[config.mk]
export PLATFORM = sky130hd
export DESIGN_NAME = multicycle_controller
export DESIGN_NICKNAME = d
export VERILOG_FILES = /design/src/rtl/multicycle_controller_pkg.sv /design/src/rtl/multicycle_controller_alu_decoder.sv /design/src/rtl/multicycle_controller.sv
export SDC_FILE = /design/constraint.sdc
export NUM_CORES = 1
export LEC_CHECK = 0
export ABC_AREA = 0
export CAP_MARGIN = 20
export CORE_ASPECT_RATIO = 1.4
export CORE_MARGIN = 3
export CORE_UTILIZATION = 30
export DETAILED_ROUTE_END_ITERATION = 8
export GPL_ROUTABILITY_DRIVEN = 1
export HOLD_SLACK_MARGIN = 0.05
export PLACE_DENSITY = 0.66
export SLEW_MARGIN = 10
export SYNTH_ARGS = -nofsm -noshare
export SYNTH_HDL_FRONTEND = slang
export SYNTH_SLANG_ARGS = --single-unit
[constraint.sdc]
create_clock -name clock -period 3.4 [get_ports clock]
set_input_delay 1.02 -clock clock [delete_from_list [all_inputs] [get_ports clock]]
set_output_delay 1.02 -clock clock [all_outputs]
set_load 0.02 [all_outputs]
[src/rtl/multicycle_controller_pkg.sv]
// Shared constants for the multicycle RV32I-subset controller: opcodes, FSM states,
// ALU op classes and datapath select encodings.
package multicycle_controller_pkg;

    localparam logic [6:0] OP_LW  = 7'b0000011;
    localparam logic [6:0] OP_SW  = 7'b0100011;
    localparam logic [6:0] OP_R   = 7'b0110011;
    localparam logic [6:0] OP_I   = 7'b0010011;
    localparam logic [6:0] OP_JAL = 7'b1101111;
    localparam logic [6:0] OP_BEQ = 7'b1100011;

    typedef enum logic [3:0] {
        StFetch    = 4'd0,
        StDecode   = 4'd1,
        StMemAdr   = 4'd2,
        StMemRead  = 4'd3,
        StMemWb    = 4'd4,
        StMemWrite = 4'd5,
        StExecuteR = 4'd6,
        StExecuteI = 4'd7,
        StAluWb    = 4'd8,
        StJal      = 4'd9,
        StBeq      = 4'd10
    } state_e;

    typedef enum logic [1:0] {
        AluOpAdd   = 2'b00,
        AluOpSub   = 2'b01,
        AluOpFunct = 2'b10
    } aluop_e;

    localparam logic [2:0] ALU_ADD = 3'b000;
    localparam logic [2:0] ALU_SUB = 3'b001;
    localparam logic [2:0] ALU_AND = 3'b010;
    localparam logic [2:0] ALU_OR  = 3'b011;
    localparam logic [2:0] ALU_SLT = 3'b101;

    localparam logic [1:0] RES_ALUOUT    = 2'b00;
    localparam logic [1:0] RES_READDATA  = 2'b01;
    localparam logic [1:0] RES_ALURESULT = 2'b10;

    localparam logic [1:0] SRCA_PC    = 2'b00;
    localparam logic [1:0] SRCA_OLDPC = 2'b01;
    localparam logic [1:0] SRCA_RD1   = 2'b10;

    localparam logic [1:0] SRCB_RD2  = 2'b00;
    localparam logic [1:0] SRCB_IMM  = 2'b01;
    localparam logic [1:0] SRCB_FOUR = 2'b10;

    localparam logic [1:0] IMM_I = 2'b00;
    localparam logic [1:0] IMM_S = 2'b01;
    localparam logic [1:0] IMM_B = 2'b10;
    localparam logic [1:0] IMM_J = 2'b11;

    function automatic logic [1:0] imm_src_of(logic [6:0] opcode);
        case (opcode)
            OP_SW:   return IMM_S;
            OP_BEQ:  return IMM_B;
            OP_JAL:  return IMM_J;
            default: return IMM_I;
        endcase
    endfunction

endpackage

[src/rtl/multicycle_controller_alu_decoder.sv]
// Maps the FSM's ALU op class plus funct fields to the ALU control code.
module alu_decoder
    import multicycle_controller_pkg::*;
(
    input  aluop_e     aluop,
    input  logic [2:0] funct3,
    input  logic       funct7b5,
    input  logic       op5,
    output logic [2:0] alu_control
);

    always_comb begin
        alu_control = ALU_ADD;
        unique case (aluop)
            AluOpAdd: alu_control = ALU_ADD;
            AluOpSub: alu_control = ALU_SUB;
            AluOpFunct: begin
                case (funct3)
                    // Only R-type sets op5; addi ignores instr[30].
                    3'b000:  alu_control = (op5 & funct7b5) ? ALU_SUB : ALU_ADD;
                    3'b010:  alu_control = ALU_SLT;
                    3'b110:  alu_control = ALU_OR;
                    3'b111:  alu_control = ALU_AND;
                    default: alu_control = ALU_ADD;
                endcase
            end
            default: alu_control = ALU_ADD;
        endcase
    end

endmodule

[src/rtl/multicycle_controller.sv]
// Moore control FSM for the multicycle RV32I-subset CPU; drives datapath selects,
// enables and the ALU control code.
module multicycle_controller
    import multicycle_controller_pkg::*;
(
    input  logic       clock,
    input  logic       reset,
    input  logic [6:0] opcode,
    input  logic [2:0] funct3,
    input  logic       funct7b5,
    input  logic       zero,
    output logic       pc_write,
    output logic       adr_src,
    output logic       mem_write,
    output logic       ir_write,
    output logic [1:0] result_src,
    output logic [1:0] alu_src_a,
    output logic [1:0] alu_src_b,
    output logic [2:0] alu_control,
    output logic [1:0] imm_src,
    output logic       reg_write
);

    state_e state_q, state_d;
    aluop_e aluop;
    logic   pc_update, branch;
    logic   mem_write_st, ir_write_st, reg_write_st;

    always_ff @(posedge clock or posedge reset) begin
        if (reset) state_q <= StFetch;
        else       state_q <= state_d;
    end

    always_comb begin
        state_d = StFetch;
        case (state_q)
            StFetch: state_d = StDecode;
            StDecode: begin
                case (opcode)
                    OP_LW, OP_SW: state_d = StMemAdr;
                    OP_R:         state_d = StExecuteR;
                    OP_I:         state_d = StExecuteI;
                    OP_JAL:       state_d = StJal;
                    OP_BEQ:       state_d = StBeq;
                    default:      state_d = StFetch;
                endcase
            end
            StMemAdr:   state_d = (opcode == OP_LW) ? StMemRead : StMemWrite;
            StMemRead:  state_d = StMemWb;
            StExecuteR: state_d = StAluWb;
            StExecuteI: state_d = StAluWb;
            StJal:      state_d = StAluWb;
            default:    state_d = StFetch;
        endcase
    end

    always_comb begin
        adr_src      = 1'b0;
        mem_write_st = 1'b0;
        ir_write_st  = 1'b0;
        reg_write_st = 1'b0;
        result_src   = RES_ALUOUT;
        alu_src_a    = SRCA_PC;
        alu_src_b    = SRCB_RD2;
        aluop        = AluOpAdd;
        pc_update    = 1'b0;
        branch       = 1'b0;
        case (state_q)
            StFetch: begin
                ir_write_st = 1'b1;
                alu_src_b   = SRCB_FOUR;
                result_src  = RES_ALURESULT;
                pc_update   = 1'b1;
            end
            StDecode: begin
                alu_src_a = SRCA_OLDPC;
                alu_src_b = SRCB_IMM;
            end
            StMemAdr: begin
                alu_src_a = SRCA_RD1;
                alu_src_b = SRCB_IMM;
            end
            StMemRead: adr_src = 1'b1;
            StMemWb: begin
                result_src   = RES_READDATA;
                reg_write_st = 1'b1;
            end
            StMemWrite: begin
                adr_src      = 1'b1;
                mem_write_st = 1'b1;
            end
            StExecuteR: begin
                alu_src_a = SRCA_RD1;
                aluop     = AluOpFunct;
            end
            StExecuteI: begin
                alu_src_a = SRCA_RD1;
                alu_src_b = SRCB_IMM;
                aluop     = AluOpFunct;
            end
            StAluWb: reg_write_st = 1'b1;
            StJal: begin
                alu_src_a = SRCA_OLDPC;
                alu_src_b = SRCB_FOUR;
                pc_update = 1'b1;
            end
            StBeq: begin
                alu_src_a = SRCA_RD1;
                aluop     = AluOpSub;
                branch    = 1'b1;
            end
            default: ;
        endcase
    end

    // Strobes are gated by reset so nothing commits while the FSM is held in FETCH.
    assign pc_write  = ~reset & (pc_update | (branch & zero));
    assign ir_write  = ~reset & ir_write_st;
    assign mem_write = ~reset & mem_write_st;
    assign reg_write = ~reset & reg_write_st;
    assign imm_src   = imm_src_of(opcode);

    alu_decoder u_alu_decoder (
        .aluop       (aluop),
        .funct3      (funct3),
        .funct7b5    (funct7b5),
        .op5         (opcode[5]),
        .alu_control (alu_control)
    );

endmodule

==> results.rst <==
.. list-table::
   :header-rows: 1

   * - Metric
     - Value
   * - Starting utilization of the core area
     - 0.319
   * - Clk pin slew, worst setup/hold paths
     - 0.04 ns
   * - Count of distinct cell types in the synthesized netlist
     - 39
   * - Maximum buffer depth of the clock tree
     - 2
   * - Mux cell area share after synthesis
     - 0
   * - Final antenna-violating net count
     - 0
   * - Register bank with the most flops
     - state_q
   * - Unrepaired setup endpoints after global routing
     - false
   * - Detailed-placement wirelength estimate
     - ~1400 um
   * - Sequential power share
     - 0.165
   * - Worst setup slack before clock tree synthesis
     - -0.193 ns
   * - Post-DR vias/cell
     - ~5.3
   * - Dominant combinational cell family by area after synthesis
     - simple AND/OR/NAND/NOR gates
   * - Hold WS
     - approximately 0.57 ns
   * - Status
     - completed
   * - Utilization of the core after routing
     - 0.544
   * - Via count of the first global-routing pass
     - 717
   * - Filler cell count
     - between 150 and 200
   * - Starting DRC count in detailed routing
     - 10
   * - Die area
     - between 2000 and 2500 um^2
   * - Post-synthesis xor/xnor area fraction
     - 0.0618
   * - Core outline area
     - approximately 1800 um^2
   * - Required time of the critical path
     - between 2 and 2.5 ns
   * - Top_reg_cell synth
     - dfrtp_1
   * - Gate family responsible for the most delay along the worst path
     - buffers and inverters
   * - Setup CP Type
     - in2out
   * - Max reg flops
     - 4
   * - # port buffers
     - 29
   * - Share of layout cells above drive strength 1
     - 0.184
   * - Share of flip-flops with an asynchronous set or reset
     - 1.00
   * - First-pass GRT wire length
     - around 2700 um
   * - Total internal power
     - ~210 uW
   * - Cell at the slowest stage of the critical path
     - clkdlybuf4s50_1
   * - Type of origin of the critical path
     - input port
   * - CTS H-tree depth
     - 1
   * - Signed area change from the synthesized netlist to the final layout
     - 70.9%
   * - Max-slew violation total from the final report
     - 0
   * - Final std cell area, no fill
     - about 970 um^2
   * - Period minus WS final
     - roughly 3.3 ns
   * - Highest Clock Rate
     - ~300 MHz
   * - Chip height
     - around 57 um
   * - Power per cell area
     - between 300 and 400 nW/um^2
   * - Cell breakdown of the critical path
     - clkdlybuf4s50_1, and4b_1, and3_2, dlygate4sd2_1
   * - Synthesized netlist net count
     - a little over 90
   * - Registers with the highest flip-flop counts
     - state_q x4
   * - Avg Inst Size Synth
     - between 7 and 8 um^2
   * - Boundary Pins
     - 30
   * - Number of maximum-capacitance violations
     - 0
   * - Count of final hold-check violations
     - 0
   * - Number of instances in the synthesized netlist
     - between 70 and 80
   * - Proportion of total power due to net switching
     - 0.418
   * - Switching power
     - 153 uW
   * - Mapped cell area
     - ~570 um^2
   * - Maximum number of pins on one net before global-route repair
     - 18
   * - Arrival time of the worst setup path
     - roughly 2.3 ns
   * - Placed instance area
     - approximately 950 um^2
   * - Worst slew pin tran
     - about 0.29 ns
   * - Total number of yosys warnings
     - 0
   * - Area fraction in compound gates after synthesis
     - 0.166
   * - Clk network pwr share
     - 0.161
   * - GRT Overall Usage
     - 0.141
   * - Final Net Count
     - 132
   * - Rel. slew slack
     - 0.806
   * - Horizontal die dimension
     - 42.7 um
   * - Combinational share of power
     - 0.674
   * - Critical path buffer and inverter count
     - 2
   * - Final Non-Filler Cells
     - about 130
   * - Site Rows
     - 18
   * - Leak pwr
     - roughly 0.47 nW
   * - Worst ir drop on vdd
     - roughly 0.31 mV
   * - Detail-routed net length per standard cell
     - 12.5 um
   * - Adder-cell area share of the yosys netlist
     - 0.0442
   * - Post-route clock skew
     - between 0.0002 and 0.0003 ns
   * - Final setup slack of the worst path
     - just over 0.07 ns
   * - Basic-gate share of the synthesized area counting and, or, nand and nor cells
     - 0.464
   * - Clock network latency to the later pin of the worst-skew pair
     - about 0.23 ns
   * - Number of antenna repair diodes
     - 0
   * - Min-delay worst type
     - reg2reg
   * - Placed cell count
     - roughly 130
   * - CTS tree
     - built
   * - Largest fanout of any net on the critical path
     - 4
   * - Clock root buffer
     - clkbuf_4
   * - Count of vias placed by the detailed router
     - 708
   * - Sequential element share of the synthesized area
     - 0.177
   * - CTS sink count
     - 4
   * - Longest individual stage delay on the worst path
     - 0.52 ns
   * - First drt pass iteration count
     - 4
   * - Count of flip-flops with a built-in enable after synthesis
     - 0
   * - Number of antenna violations at the first check in global routing
     - 0
   * - #FFs+latches synth
     - 4
   * - Final estimated routing congestion in global placement
     - 0.756
   * - Share of the clock period used by the worst path after layout
     - 0.979
   * - Number of setup violations in the final report
     - 0
   * - Sort of element at the end of the critical path
     - output pin
   * - Residual DRC
     - 0
   * - Cts bufs inserted
     - 3
   * - Final wirelength
     - about 1700 um
   * - Overflow left after global routing
     - 0
[path summary, 6_finish.rpt]
kind	start	end	slack, ns	cells past startpoint
setup reg to reg	state_q[0]	state_q[1]	1.97	4
hold / removal	state_q[3]	state_q[0]	0.57	1
hold reg to reg	state_q[3]	state_q[0]	0.57	1
min in group asynchronous	reset	state_q[3]	1.21	3
max in group asynchronous	reset	state_q[0]	2.05	3
setup / recovery	opcode[5]	imm_src[1]	0.07	4
[power by group through the flow]
stage / combinational (mW) / sequential, mW / clock [mW]
5_1_grt: 0.263 / 0.0625 / 0.0654
4_1_cts: 0.249 / 0.0606 / 0.0612
3_5_place_dp: 0.253 / 0.0611 / 0
6_report: 0.246 / 0.0602 / 0.0590
2_1_floorplan: 0.142 / 0.0573 / 0
3_3_place_gp: 0.251 / 0.0603 / 0
[cell families (layout without fill, tap and decap cells)]
logic type / Yosys count / count (layout)
AOI/OAI and AO/OA: 13 / 13
adders and majority gates: 2 / 2
and+or+nand+nor: 41 / 41
buffers and inverters: 11 / 50
DFF: 4 / 4
xor gates and xnor gates: 4 / 4
[what timing repair did]
action,4_1_cts,5_1_grt
setup buffers,0,0
setup endpoints to repair,8,2
gates resized for setup,8,2
hold buffers,0,0
pin swaps,0,0
[stage by stage]
step                TNS, ns  power [mW]
detailed placement   -0.887       0.314
CTS                       0       0.371
global placement     -0.890       0.311
global route              0       0.391
finish                    0       0.366
floorplan                 0       0.199
[placed cells by master, fill, tap and decap left out, types with 2 or more instances in the layout]
master | synthesis | final
nor3_1 | 5 | 5
nor4b_1 | 2 | 2
dfrtp_1 | 4 | 4
nand2_1 | 5 | 5
nor2b_1 | 2 | 2
clkbuf_4 | 0 | 3
buf_4 | 1 | 14
inv_1 | 4 | 4
ha_1 | 2 | 2
nor4_1 | 2 | 2
clkdlybuf4s50_1 | 0 | 20
nor2_1 | 6 | 6
nand2b_1 | 2 | 2
dlygate4sd2_1 | 0 | 7
xnor2_1 | 3 | 3
nand3b_1 | 2 | 2
a21oi_1 | 3 | 3
nor3b_1 | 4 | 4
[cell usage after synthesis, types with 3 or more instances]
cell type	n	area (um^2)
nor3_1	5	25.0
a21oi_1	3	15.0
dfrtp_1	4	100
nand2_1	5	18.8
inv_1	4	15.0
xnor2_1	3	26.3
buf_2	4	20.0
nor3b_1	4	30.0
nor2_1	6	22.5
[cell type report]
| class | count | area [um^2] | share of cell area |
|---|---|---|---|
| clock buffers | 3 | 22.5 | 0.0233 |
| flip-flops and latches | 4 | 100 | 0.103 |
| inverters | 4 | 15.0 | 0.0155 |
| well taps | 20 | 25.0 | 0.0258 |
| repair buffers | 43 | 389 | 0.402 |
| multi-input cells | 60 | 417 | 0.430 |
[routing by layer]
layer	vias up	share of wire	track usage
met3	4	0.050	0.0315
li1	354	-	-
met2	25	0.55	0.273
met1	325	0.38	0.133
met5	-	0	0
met4	0	0.020	0.0711
No activity file was read; power rests on OpenSTA's default activity.
